==> config.mk <==
export PLATFORM = sky130hd
export DESIGN_NAME = pipeline_hazard_ctrl_flat
export DESIGN_NICKNAME = d
export VERILOG_FILES = /design/src/rtl/rv_pipe_pkg.sv /design/src/rtl/pipeline_hazard_ctrl_if.sv /design/src/rtl/load_use_detect.sv /design/src/rtl/pipeline_hazard_ctrl.sv /design/src/flat_wrapper.sv
export SDC_FILE = /design/constraint.sdc
export NUM_CORES = 1
export LEC_CHECK = 0
export CORE_MARGIN = 5
export CORE_UTILIZATION = 38
export CTS_BUF_LIST = sky130_fd_sc_hd__clkbuf_4 sky130_fd_sc_hd__clkbuf_8 sky130_fd_sc_hd__clkbuf_16
export DETAILED_ROUTE_END_ITERATION = 10
export HOLD_SLACK_MARGIN = 0.1
export PLACE_DENSITY = 0.75
export RECOVER_POWER = 25
export SETUP_SLACK_MARGIN = 0.2
export SYNTH_ARGS = -nofsm -noshare
export SYNTH_HDL_FRONTEND = slang
export SYNTH_SLANG_ARGS = --single-unit
export TNS_END_PERCENT = 30
==> constraint.sdc <==
create_clock -name clk -period 2.57 [get_ports clk]
set_input_delay 0.514 -clock clk [delete_from_list [all_inputs] [get_ports clk]]
set_output_delay 0.514 -clock clk [all_outputs]
set_load 0.01 [all_outputs]
==> src/rtl/rv_pipe_pkg.sv <==
// Shared pipeline definitions: hazard sequencer states, register-zero index
// and the NOP instruction loaded by the bubble and flush muxes.
package rv_pipe_pkg;

  typedef enum logic {
    RUN      = 1'b0,
    DIV_WAIT = 1'b1
  } state_e;

  localparam logic [4:0]  REG_ZERO = 5'd0;
  localparam logic [31:0] NOP_INSN = 32'h0000_0013;  // addi x0, x0, 0

endpackage

==> src/rtl/pipeline_hazard_ctrl_if.sv <==
// ID/EX hazard fields in, stall/flush/divide controls out.
interface pipeline_hazard_ctrl_if;

  logic [4:0] id_rs1;
  logic [4:0] id_rs2;
  logic       id_uses_rs1;
  logic       id_uses_rs2;
  logic [4:0] ex_rd;
  logic       ex_mem_read;
  logic       ex_is_div;
  logic       ex_branch_taken;

  logic       pc_stall;
  logic       if_id_stall;
  logic       if_id_flush;
  logic       id_ex_bubble;
  logic       ex_hold;
  logic       ex_mem_bubble;
  logic       div_start;
  logic       div_done;
  logic       div_busy;

  // Pipeline side: supplies stage fields, consumes the controls.
  modport master (
    output id_rs1, id_rs2, id_uses_rs1, id_uses_rs2,
    output ex_rd, ex_mem_read, ex_is_div, ex_branch_taken,
    input  pc_stall, if_id_stall, if_id_flush, id_ex_bubble,
    input  ex_hold, ex_mem_bubble, div_start, div_done, div_busy
  );

  // Hazard controller side.
  modport slave (
    input  id_rs1, id_rs2, id_uses_rs1, id_uses_rs2,
    input  ex_rd, ex_mem_read, ex_is_div, ex_branch_taken,
    output pc_stall, if_id_stall, if_id_flush, id_ex_bubble,
    output ex_hold, ex_mem_bubble, div_start, div_done, div_busy
  );

endinterface

==> src/rtl/load_use_detect.sv <==
// Flags an ID instruction that reads the destination of a load still in EX.
module load_use_detect
  import rv_pipe_pkg::*;
(
  input  logic [4:0] id_rs1,
  input  logic [4:0] id_rs2,
  input  logic       id_uses_rs1,
  input  logic       id_uses_rs2,
  input  logic [4:0] ex_rd,
  input  logic       ex_mem_read,
  output logic       load_use_c
);

  logic rs1_hit;
  logic rs2_hit;

  assign rs1_hit = id_uses_rs1 && (id_rs1 == ex_rd);
  assign rs2_hit = id_uses_rs2 && (id_rs2 == ex_rd);

  // Loads to x0 discard their data, so they never create a dependency.
  assign load_use_c = ex_mem_read && (ex_rd != REG_ZERO) && (rs1_hit || rs2_hit);

endmodule

==> src/rtl/pipeline_hazard_ctrl.sv <==
// Stall/flush sequencer: load-use bubbles, branch flushes and the
// multi-cycle divide freeze/release sequence. Controls are combinational.
module pipeline_hazard_ctrl
  import rv_pipe_pkg::*;
#(
  parameter int unsigned DIV_CYCLES = 32,
  parameter int unsigned CNT_W      = 6
) (
  input  logic                    clk,
  input  logic                    rst,
  pipeline_hazard_ctrl_if.slave   hz
);

  state_e           state, state_nxt;
  logic [CNT_W-1:0] cnt, cnt_nxt;
  logic             load_use;

  logic pc_stall, if_id_stall, if_id_flush, id_ex_bubble;
  logic ex_hold, ex_mem_bubble, div_start, div_done, div_busy;

  load_use_detect u_lu (
    .id_rs1      (hz.id_rs1),
    .id_rs2      (hz.id_rs2),
    .id_uses_rs1 (hz.id_uses_rs1),
    .id_uses_rs2 (hz.id_uses_rs2),
    .ex_rd       (hz.ex_rd),
    .ex_mem_read (hz.ex_mem_read),
    .load_use_c  (load_use)
  );

  // State and divide-latency counter.
  always_ff @(posedge clk) begin
    if (rst) begin
      state <= RUN;
      cnt   <= '0;
    end else begin
      state <= state_nxt;
      cnt   <= cnt_nxt;
    end
  end

  // Next state and controls; priority is divide, then branch, then load-use.
  always_comb begin
    state_nxt     = state;
    cnt_nxt       = cnt;
    pc_stall      = 1'b0;
    if_id_stall   = 1'b0;
    if_id_flush   = 1'b0;
    id_ex_bubble  = 1'b0;
    ex_hold       = 1'b0;
    ex_mem_bubble = 1'b0;
    div_start     = 1'b0;
    div_done      = 1'b0;
    div_busy      = 1'b0;

    if (!rst) begin
      unique case (state)
        RUN: begin
          if (hz.ex_is_div) begin
            div_start     = 1'b1;
            div_busy      = 1'b1;
            pc_stall      = 1'b1;
            if_id_stall   = 1'b1;
            ex_hold       = 1'b1;
            ex_mem_bubble = 1'b1;
            cnt_nxt       = CNT_W'(DIV_CYCLES - 1);
            state_nxt     = DIV_WAIT;
          end else if (hz.ex_branch_taken) begin
            if_id_flush   = 1'b1;
            id_ex_bubble  = 1'b1;
          end else if (load_use) begin
            pc_stall      = 1'b1;
            if_id_stall   = 1'b1;
            id_ex_bubble  = 1'b1;
          end
        end

        DIV_WAIT: begin
          div_busy = 1'b1;
          if (cnt != '0) begin
            pc_stall      = 1'b1;
            if_id_stall   = 1'b1;
            ex_hold       = 1'b1;
            ex_mem_bubble = 1'b1;
            cnt_nxt       = cnt - CNT_W'(1);
          end else begin
            // Release: EX/MEM captures the result; ex_is_div is not re-sampled.
            div_done  = 1'b1;
            state_nxt = RUN;
          end
        end

        default: state_nxt = RUN;
      endcase
    end
  end

  assign hz.pc_stall      = pc_stall;
  assign hz.if_id_stall   = if_id_stall;
  assign hz.if_id_flush   = if_id_flush;
  assign hz.id_ex_bubble  = id_ex_bubble;
  assign hz.ex_hold       = ex_hold;
  assign hz.ex_mem_bubble = ex_mem_bubble;
  assign hz.div_start     = div_start;
  assign hz.div_done      = div_done;
  assign hz.div_busy      = div_busy;

endmodule
==> src/flat_wrapper.sv <==
// flat-port wrapper written by rule: the top's interface ports become plain ports
module pipeline_hazard_ctrl_flat import rv_pipe_pkg::*;
#(
  parameter int unsigned DIV_CYCLES = 32,
  parameter int unsigned CNT_W      = 6
)
  (clk, rst, hz_id_rs1, hz_id_rs2, hz_id_uses_rs1, hz_id_uses_rs2, hz_ex_rd, hz_ex_mem_read, hz_ex_is_div, hz_ex_branch_taken, hz_pc_stall, hz_if_id_stall, hz_if_id_flush, hz_id_ex_bubble, hz_ex_hold, hz_ex_mem_bubble, hz_div_start, hz_div_done, hz_div_busy);
  pipeline_hazard_ctrl_if hz_i ();
  input  logic clk;
  input  logic rst;
  input wire logic [$bits(hz_i.id_rs1)-1:0] hz_id_rs1;
  input wire logic [$bits(hz_i.id_rs2)-1:0] hz_id_rs2;
  input wire logic [$bits(hz_i.id_uses_rs1)-1:0] hz_id_uses_rs1;
  input wire logic [$bits(hz_i.id_uses_rs2)-1:0] hz_id_uses_rs2;
  input wire logic [$bits(hz_i.ex_rd)-1:0] hz_ex_rd;
  input wire logic [$bits(hz_i.ex_mem_read)-1:0] hz_ex_mem_read;
  input wire logic [$bits(hz_i.ex_is_div)-1:0] hz_ex_is_div;
  input wire logic [$bits(hz_i.ex_branch_taken)-1:0] hz_ex_branch_taken;
  output wire logic [$bits(hz_i.pc_stall)-1:0] hz_pc_stall;
  output wire logic [$bits(hz_i.if_id_stall)-1:0] hz_if_id_stall;
  output wire logic [$bits(hz_i.if_id_flush)-1:0] hz_if_id_flush;
  output wire logic [$bits(hz_i.id_ex_bubble)-1:0] hz_id_ex_bubble;
  output wire logic [$bits(hz_i.ex_hold)-1:0] hz_ex_hold;
  output wire logic [$bits(hz_i.ex_mem_bubble)-1:0] hz_ex_mem_bubble;
  output wire logic [$bits(hz_i.div_start)-1:0] hz_div_start;
  output wire logic [$bits(hz_i.div_done)-1:0] hz_div_done;
  output wire logic [$bits(hz_i.div_busy)-1:0] hz_div_busy;
  assign hz_i.id_rs1 = hz_id_rs1;
  assign hz_i.id_rs2 = hz_id_rs2;
  assign hz_i.id_uses_rs1 = hz_id_uses_rs1;
  assign hz_i.id_uses_rs2 = hz_id_uses_rs2;
  assign hz_i.ex_rd = hz_ex_rd;
  assign hz_i.ex_mem_read = hz_ex_mem_read;
  assign hz_i.ex_is_div = hz_ex_is_div;
  assign hz_i.ex_branch_taken = hz_ex_branch_taken;
  assign hz_pc_stall = hz_i.pc_stall;
  assign hz_if_id_stall = hz_i.if_id_stall;
  assign hz_if_id_flush = hz_i.if_id_flush;
  assign hz_id_ex_bubble = hz_i.id_ex_bubble;
  assign hz_ex_hold = hz_i.ex_hold;
  assign hz_ex_mem_bubble = hz_i.ex_mem_bubble;
  assign hz_div_start = hz_i.div_start;
  assign hz_div_done = hz_i.div_done;
  assign hz_div_busy = hz_i.div_busy;
  pipeline_hazard_ctrl #(.DIV_CYCLES(DIV_CYCLES), .CNT_W(CNT_W)) u_core (.clk(clk), .rst(rst), .hz(hz_i));
endmodule
---- After elaboration in Yosys (flattened, before gate mapping) ----
Cells that the tools add are included.
storage, ports and cells
  input port bits ......................... 22
  word-level logic and storage cells ...... 43
  flip-flop bits (word level) ............. 7
cells by class
  bitwise gates (word level) .............. 1
  mux-type cells .......................... 27
  reductions and logical operators ........ 8
  equal/unequal tests ..................... 4
  $add $sub $neg .......................... 1
operators by type and width
  cell                                               count
  two-way mux 1 bit                                  21
  two-way mux 6 bit                                  2
  one-hot mux 6 bit (2 select lines)                 1
  equality test 5 bit                                2
  one-hot mux 1 bit (2 select lines)                 3
  nonzero test 6 bit                                 1
  subtractor 6 x 1 -> 6 bit (second input constant)  1
  nonzero test 5 bit                                 1
  logical AND 1 bit                                  4
  inequality test 2 bit (second input constant)      2
  AND reduction 2 bit                                1
  logical OR 1 bit                                   1
  NOT 1 bit                                          1

---- Logic depth before layout (Yosys ltp) ----
Gate-level depths: netlist (run 1).
  word-level depth ........................ 9
  mapped depth ............................ 7
  gate-level depth less buffers ........... 6

---- Hierarchy ----
From an unflattened synthesis (run 1), not the netlist that was laid out.
unflattened totals
  cell total of the unflattened synthesis .. 71
  area, all modules ....................... 589.3 µm²
by module, submodules not included
  module                area each (µm²)  times used  cells an instance  seq. area each (µm²)
  pipeline_hazard_ctrl  455.4            1           54                 140.1
  load_use_detect       133.9            1           17                 0.0

---- Least setup slack after synthesis (run 1) ----
No wires, ideal clock.
  kind .................................... register -> output
  start point ............................. register u_core.cnt[0]
  end point ............................... output port hz_pc_stall
  required time ........................... 2.056 ns
  buffers on the path ..................... 1
  slack ................................... 0.309 ns
  cell stages (with the launch flop) ...... 8
  arrival ................................. 1.747 ns
  path through ............................ dfxtp_1 inv_1 ha_1 and2_4 nand3_1 or4b_1 o21bai_1 buf_4
between the ends
  longest elaborated chain between the ends .. 4
RTL lines
  element                             RTL line                    text
  start: declaration                  pipeline_hazard_ctrl.sv:15  logic [CNT_W-1:0] cnt, cnt_nxt;
  start signal: assignment            pipeline_hazard_ctrl.sv:38  cnt <= cnt_nxt;
  nonzero test 6 bit                  pipeline_hazard_ctrl.sv:80  if (cnt != '0) begin
  two-way mux 1 bit                   --
  one-hot mux 1 bit (2 select lines)  --
  two-way mux 1 bit                   --
  end: declaration                    flat_wrapper.sv:19          output wire logic [$bits(hz_i.pc_stall)-1:0] hz_pc_stall;
Every way passes these cells.

---- Final worst setup path (run 1) ----
  start point ............................. input port hz_ex_is_div
  end point ............................... output port hz_id_ex_bubble
between the ends
  longest elaborated chain between the ends .. 3
RTL lines
  element             RTL line                    text
  start: declaration  flat_wrapper.sv:17          input wire logic [$bits(hz_i.ex_is_div)-1:0] hz_ex_is_div;
  two-way mux 1 bit   pipeline_hazard_ctrl.sv:59  if (hz.ex_is_div) begin
  two-way mux 1 bit   pipeline_hazard_ctrl.sv:57  unique case (state)
  two-way mux 1 bit   pipeline_hazard_ctrl.sv:56  if (!rst) begin
  end: declaration    flat_wrapper.sv:22          output wire logic [$bits(hz_i.id_ex_bubble)-1:0] hz_id_ex_bubble;
Every way passes these cells.

==> qor.csv, run 1 <==
stage,metric,value,unit
timing,Max-Slew Margin vs Limit,78.7,%
floorplan,overall die area,2420,sq um
timing,max-slew violation count,0,
power_and_ir_drop,Net Switching,0.000123,W
floorplan,standard-cell rows,14,
critical_path,type of element capturing the critical path,output port,
status,status,"complete, no violations",
logic_synthesis,Async SR Flop Fraction,0,%
power_and_ir_drop,Net Sw Frac,30.5,%
floorplan,die outline width,49.2,um
critical_path,"Cell Chain, Critical Path","clkdlybuf4s50_1, or2_2, or3_1, o21bai_1, buf_2",
power_and_ir_drop,cell-internal power,0.000279,W
global_routing,maximum number of pins on one net before global-route repair,12,
route,first drt pass iteration count,5,
logic_synthesis,dominant cell type by area after synthesis,sky130_fd_sc_hd__dfxtp_1,
global_routing,first-pass GRT wire length,3040,um
power_and_ir_drop,peak supply drop,0.000280,V
logic_synthesis,area of the mapped netlist,583,sq um
place,routability congestion estimate,0.841,
logic_synthesis,count of flip-flops with a built-in enable after synthesis,0,
critical_path,data required time at the worst endpoint,2060,ps
route,via count,673,
finish,fraction of final layout cells sized beyond drive strength 1,26.1,%
floorplan,number of I/O pins,31,
global_routing,initial antenna violation count,0,
logic_synthesis,sequential share of the synthesized area,24.0,%
clocking,number of buffers inserted during clock tree synthesis,3,
critical_path,Critical Path Max Stage Delay,420,ps
finish,most frequent cells in the layout,"sky130_fd_sc_hd__dlygate4sd2_1, sky130_fd_sc_hd__buf_4, sky130_fd_sc_hd__xor2_1, sky130_fd_sc_hd__clkdlybuf4s50_1",
finish,final net count,140,
clocking,clock network latency to the later pin of the worst-skew pair,250,ps
critical_path,CP Max Fanout,3,
timing,fraction of the cycle the final worst path needs,91.9,%
place,area after detailed placement,978,sq um
place,worst slack after detailed placement,-478,ps
timing,final setup slack of the worst path,209,ps
power_and_ir_drop,share of power burned in combinational logic,39.9,%
clocking,CTS tree,done,
finish,count of inserted antenna diode cells,0,
clocking,CTS HTree Levels,1,
timing,Achievable Freq,424,MHz
route,Remaining DRCs,0,
timing,RSZ-0062 raised after global routing,yes,
floorplan,effective utilization at floorplan,39.2,%
clocking,hold-fix buffers at CTS,0,
logic_synthesis,share of the synthesized area in the top cell type,24.0,%
critical_path,startpoint class of the critical path,input port,
clocking,total number of clock tree sinks,7,
route,detail-routed net length per standard cell,13.9,um
route,number of nets with antenna violations after routing,0,
clocking,clock tree root buffer cell,sky130_fd_sc_hd__clkbuf_4,
logic_synthesis,commonest register cell after synthesis,sky130_fd_sc_hd__dfxtp_1,
timing,final sum of negative setup slack,0,ps
timing,slew at the pin with the worst max-slew slack,318,ps
power_and_ir_drop,power density over the cells,409,nW/um^2
timing,Setup Skew,1.97,ps
critical_path,sum of buffers and inverters on the critical path,2,
critical_path,WS Path Type,input port to output port,
logic_synthesis,net count of the mapped netlist,95,
logic_synthesis,warning count from the yosys run,0,
clocking,Longest Clk Path Bufs,2,
critical_path,largest delay contributor family on the critical path,simple AND/OR/NAND/NOR gates,
route,initial DRC count,5,
power_and_ir_drop,cell leakage power,0.466,nW
route,final routed wirelength across all metal layers,1820,um
logic_synthesis,synthesized area per cell,8.21,sq um
timing,min cycle time layout,2360,ps
logic_synthesis,synthesized flop and latch total,7,
critical_path,crit path from,hz_ex_is_div,
route,vias per cell,5.14,
power_and_ir_drop,post-layout total power,0.000402,W
floorplan,vertical die dimension,49.2,um
timing,setup violators final,0,
logic_synthesis,biggest area contributors in the synthesized netlist,"sky130_fd_sc_hd__dfxtp_1, sky130_fd_sc_hd__xor2_1, sky130_fd_sc_hd__ha_1, sky130_fd_sc_hd__nor2_1, sky130_fd_sc_hd__a21oi_1",
place,PortBufs,30,
logic_synthesis,count of cell types in the netlist,34,
global_routing,overflow left after global routing,0,
hold_path,start point of the worst min-delay path,u_core.cnt[5]$_SDFFE_PP0P_,
logic_synthesis,Synth Instances,71,
critical_path,cell type of the slowest stage on the worst timing path,sky130_fd_sc_hd__clkdlybuf4s50_1,
clocking,clock transition at the registers of the reported paths,50,ps
global_routing,GRT Util Overall,15.5,%
finish,"Area growth, synth to finish",68.7,%
clocking,number of buffers inserted to repair setup after CTS,0,
power_and_ir_drop,clock share of power,27.2,%
critical_path,arrival time at the worst endpoint,1850,ps
timing,number of failing hold endpoints at the final stage,0,
finish,Finished Cell Area,983,sq um
power_and_ir_drop,sequential fraction of design power,32.9,%
floorplan,Core Box Area,1490,sq um
hold_path,path class of the lowest-slack min-delay path,flop to flop,
place,Detailed Place HPWL,1510,um
critical_path,startpoint of the most critical register-to-register path,u_core.cnt[0]$_SDFFE_PP0P_,
job,Max-Cap Viols,0,
global_routing,number of global-route vias before repair,686,
per-layer routing:
metal	wire, um	vias to the layer above	global-route usage [%]	share of wire (%)
met4	0	0	2.24	0
met2	973	13	26.2	54
met1	783	315	19.2	43
met5	0	-	0	0
li1	-	345	-	-
met3	58	0	4.89	3.2
synth_stat cells, drive strengths merged (2+ instances only):
cell    number
a31oi        2
xor2         8
and2         3
a211o        2
nor3b        2
nor4         2
a21oi        4
xnor2        2
o21bai       2
buf          3
or3          2
nor2         6
a311oi       2
o21ai        3
ha           2
nand2        2
dfxtp        7
inv          5
power groups by stage:
stage               Sequential [W]  Clock (W)  Combinational [W]
floorplan                 0.000130          0          0.0000883
global placement          0.000134          0           0.000167
detailed placement        0.000134          0           0.000171
CTS                       0.000132   0.000114           0.000161
global route              0.000134   0.000124           0.000177
finish                    0.000132   0.000109           0.000160
layout make-up:
class | count | area, sq um
Multi-Input combinational cell | 55 | 407
Inverter | 5 | 18.8
Tap cell | 16 | 20.0
Sequential cell | 7 | 141
Clock buffer | 4 | 30.0
Timing Repair Buffer | 44 | 367
Fill cell | 148 | 505
sequential cells by signal, indices dropped and copies added (netlist names):
name and cells:
u_core.cnt 6, u_core.state 1
timing repair:
item / in CTS / in global routing
gates resized for setup: 37 / 6
setup endpoints to repair: 8 / 7
pin swaps: 6 / 3
per-stage QoR:
step                util (%)  hold WS (ps)  std cells
floorplan                  -           462         71
global placement        65.7           483        127
detailed placement      65.7           486        127
CTS                     66.2           503        131
global route            66.1           531        131
finish                  66.1           506        131
path summary, 6_finish.rpt:
check                                    end  slack, ps  cells after the start
setup / recovery             hz_id_ex_bubble        210                      5
hold / removal    u_core.cnt[5]$_SDFFE_PP0P_        510                      2
hold reg to reg   u_core.cnt[5]$_SDFFE_PP0P_        510                      2
setup reg to reg  u_core.cnt[4]$_SDFFE_PP0P_       1010                      6
kinds of logic (layout without fill, tap and decap cells):
| kind of cell | Yosys count | after routing | synth area share [%] |
|---|---|---|---|
| and+or+nand+nor | 24 | 24 | 25.5 |
| AOI/OAI and AO/OA | 19 | 19 | 22.7 |
| xor gates and xnor gates | 10 | 10 | 15.0 |
| buffers and inverters | 9 | 53 | 8.37 |
| DFF | 7 | 7 | 24.0 |
| adders and majority gates | 2 | 2 | 4.29 |
worst reg2reg max path: cells and delay by family, from the launching register on:
family	cells	cell delay, ps
simple gates	1	140
fa+ha+maj	1	200
buf+inv	1	60
flops	1	320
compound gates	3	780
Note: power is estimated with default switching activity, not from simulation.
==> inputs of run 2 (changes only) <==
- SYNTH_HIERARCHICAL: not set -> 1
==> run 2 against run 1 <==
  * Cell area shrank 2.0%
  * Setup slack worse by 10 ps
  * Register-to-register slack got worse by 400 ps
  * Wire length grew 0.77%
  * Flip-flop and latch count stayed put
  * Synthesized cell count unchanged
  * Largest power group unchanged
  * Sequential share of layout area increased by 0.17 points
  * Cell count decreased by 6.1%
  * Count of clock-buffer cells in the layout did not move
  * Sequential power rose by 5%
==> qor.csv, run 2 <==
stage,metric,value,unit
logic_synthesis,area of the mapped netlist,589,sq um
logic_synthesis,cell with the most instances after synthesis,sky130_fd_sc_hd__xor2_1,
global_routing,first-pass GRT wire length,2980,um
global_routing,GRT Util Overall,15.5,%
hold_path,path class of the lowest-slack min-delay path,flop to flop,
clocking,Longest Clk Path Bufs,2,
floorplan,effective utilization at floorplan,39.6,%
critical_path,largest delay contributor family on the critical path,simple AND/OR/NAND/NOR gates,
finish,fraction of final layout cells sized beyond drive strength 1,33.6,%
timing,max-slew violation count,0,
logic_synthesis,dominant cell type by area after synthesis,sky130_fd_sc_hd__dfxtp_1,
floorplan,vertical die dimension,49.4,um
critical_path,WS Path Type,input port to output port,
route,number of nets with antenna violations after routing,0,
route,initial DRC count,4,
critical_path,CP Max Fanout,2,
finish,register with the most flip-flops,u_core/cnt,
finish,count of inserted antenna diode cells,0,
critical_path,Critical Path Max Stage Delay,510,ps
power_and_ir_drop,peak supply drop,0.000338,V
route,detail-routed net length per standard cell,14.9,um
clocking,clock transition at the registers of the reported paths,50,ps
logic_synthesis,count of flip-flops with a built-in enable after synthesis,0,
timing,Setup Skew,3.40,ps
clocking,CTS tree,done,
logic_synthesis,synthesized area per cell,8.30,sq um
clocking,number of buffers inserted to repair setup after CTS,0,
place,Detailed Place HPWL,1400,um
clocking,total number of clock tree sinks,7,
job,Max-Cap Viols,0,
floorplan,die outline width,49.4,um
critical_path,Most Frequent Cell on Critical Path,sky130_fd_sc_hd__buf_2,
logic_synthesis,biggest area contributors in the synthesized netlist,"sky130_fd_sc_hd__dfxtp_1, sky130_fd_sc_hd__xor2_1, sky130_fd_sc_hd__or4b_1, sky130_fd_sc_hd__nor2_1, sky130_fd_sc_hd__ha_1",
finish,"Area growth, synth to finish",63.5,%
logic_synthesis,share of the synthesized area in the top cell type,23.8,%
logic_synthesis,Async SR Flop Fraction,0,%
critical_path,arrival time at the worst endpoint,1860,ps
route,via count,644,
critical_path,startpoint class of the critical path,input port,
critical_path,type of element capturing the critical path,output port,
global_routing,overflow left after global routing,0,
logic_synthesis,warning count from the yosys run,6,
logic_synthesis,Synth Instances,71,
place,routability congestion estimate,0.825,
timing,Achievable Freq,422,MHz
clocking,CTS HTree Levels,1,
timing,final setup slack of the worst path,199,ps
timing,fraction of the cycle the final worst path needs,92.3,%
route,final routed wirelength across all metal layers,1830,um
clocking,clock network latency to the later pin of the worst-skew pair,250,ps
logic_synthesis,net count of the mapped netlist,95,
logic_synthesis,list of most frequent post-synthesis cells,"sky130_fd_sc_hd__xor2_1, sky130_fd_sc_hd__dfxtp_1, sky130_fd_sc_hd__nor2_1",
logic_synthesis,synthesized flop and latch total,7,
timing,min cycle time layout,2370,ps
place,worst slack after detailed placement,-620,ps
clocking,hold-fix buffers at CTS,0,
finish,number of flip-flops in the largest register,6,
clocking,number of buffers inserted during clock tree synthesis,3,
global_routing,number of global-route vias before repair,684,
critical_path,data required time at the worst endpoint,2060,ps
timing,number of failing hold endpoints at the final stage,0,
status,status,"complete, no violations",
floorplan,overall die area,2440,sq um
place,PortBufs,30,
critical_path,"Cell Chain, Critical Path","buf_2, buf_4, or4_4, o21ai_1, a21oi_2, nor2_1, nor4_1, buf_2",
floorplan,standard-cell rows,14,
finish,most frequent cells in the layout,"sky130_fd_sc_hd__clkdlybuf4s50_1, sky130_fd_sc_hd__buf_2, sky130_fd_sc_hd__dfxtp_1",
logic_synthesis,count of cell types in the netlist,35,
finish,fraction of the core area covered by cells at the end of the flow,64.7,%
timing,setup violators final,0,
timing,final hold slack,524,ps
timing,slew at the pin with the worst max-slew slack,347,ps
critical_path,cell type of the slowest stage on the worst timing path,sky130_fd_sc_hd__or4_4,
timing,Max-Slew Margin vs Limit,76.9,%
critical_path,sum of buffers and inverters on the critical path,3,
timing,RSZ-0062 raised after global routing,yes,
logic_synthesis,commonest register cell after synthesis,sky130_fd_sc_hd__dfxtp_1,
logic_synthesis,sequential share of the synthesized area,23.8,%
floorplan,number of I/O pins,31,
power_and_ir_drop,power density over the cells,419,nW/um^2
floorplan,Core Box Area,1490,sq um
route,vias per cell,5.24,
finish,leading registers by flop count,"u_core/cnt x6, u_core/state x1",
global_routing,initial antenna violation count,0,
global_routing,maximum number of pins on one net before global-route repair,13,
power_and_ir_drop,cell leakage power,0.425,nW
route,Remaining DRCs,0,
clocking,clock tree root buffer cell,sky130_fd_sc_hd__clkbuf_4,
finish,final net count,132,
route,first drt pass iteration count,4,
## run 2: cell count changes in the layout (fill, tap and decap cells not counted), sizes merged, moves of 3 or more
cell	delta
dlygate4sd2	-10
a211oi	+3
and2	-3
inv	-3
nor3	+3
## run 2: area by class of cell
class                      count  area [sq um]
fill                         150           526
multi-input combinational     57           464
timing repair buffer          37           302
sequential                     7           140
clock buffer                   4          30.0
tap                           16          20.0
inverter                       2          7.51
## run 2: worst register-to-register path, delay by kind of cell (launching register included)
family / cells / cell delay (ps)
adders and majority gates: 1 / 180
DFF: 1 / 320
AOI/OAI and AO/OA: 2 / 570
buffers and inverters: 2 / 320
and+or+nand+nor: 1 / 510
## run 2: worst paths after layout
path | startpoint | to | slack [ps] | depth (start not counted)
min | u_core/cnt[5]$_SDFFE_PP0P_ | u_core/cnt[5]$_SDFFE_PP0P_ | 520 | 2
min reg2reg | u_core/cnt[5]$_SDFFE_PP0P_ | u_core/cnt[5]$_SDFFE_PP0P_ | 520 | 2
max reg2reg | u_core/cnt[1]$_SDFFE_PP0P_ | u_core/cnt[1]$_SDFFE_PP0P_ | 610 | 6
max | hz_ex_rd[0] | hz_id_ex_bubble | 200 | 8
## run 2: logic make-up after synthesis
logic type | share of synthesized area, %
flops | 23.8
simple gates | 34.0
xor+xnor | 14.9
fa+ha+maj | 4.25
compound gates | 17.2
buf+inv | 5.94
## run 2: where the power goes
part	internal, W	leakage [nW]	total (W)	switching (W)
sequential	0.000122	0.0583	0.000139	0.0000170
combinational	0.0000824	0.348	0.000156	0.0000738
clock	0.0000697	0.0184	0.000109	0.0000396
total	0.000274	0.425	0.000404	0.000130
## run 2: layer usage
metal	vias up	share of wire, %	global-route usage [%]
li1	333	-	-
met5	-	0	0
met2	13	48	25.8
met1	296	48	18.7
met3	2	3.1	4.89
met4	0	0.77	5.24
## run 2: per-stage QoR
stage | power (W) | instance area [sq um] | setup TNS [ps] | instances
5_1_grt | 0.000440 | 963 | 0 | 123
4_1_cts | 0.000405 | 936 | 0 | 123
3_3_place_gp | 0.000295 | 940 | -1760 | 119
3_5_place_dp | 0.000298 | 940 | -1750 | 119
2_1_floorplan | 0.000218 | 594 | 0 | 71
6_report | 0.000404 | 963 | 0 | 123
## run 2: repair_timing
action,4_1_cts,5_1_grt
gates resized for setup,60,18
gates cloned,0,0
hold endpoints to repair,0,0
pin swaps,11,3
endpoints found under the setup margin,8,7
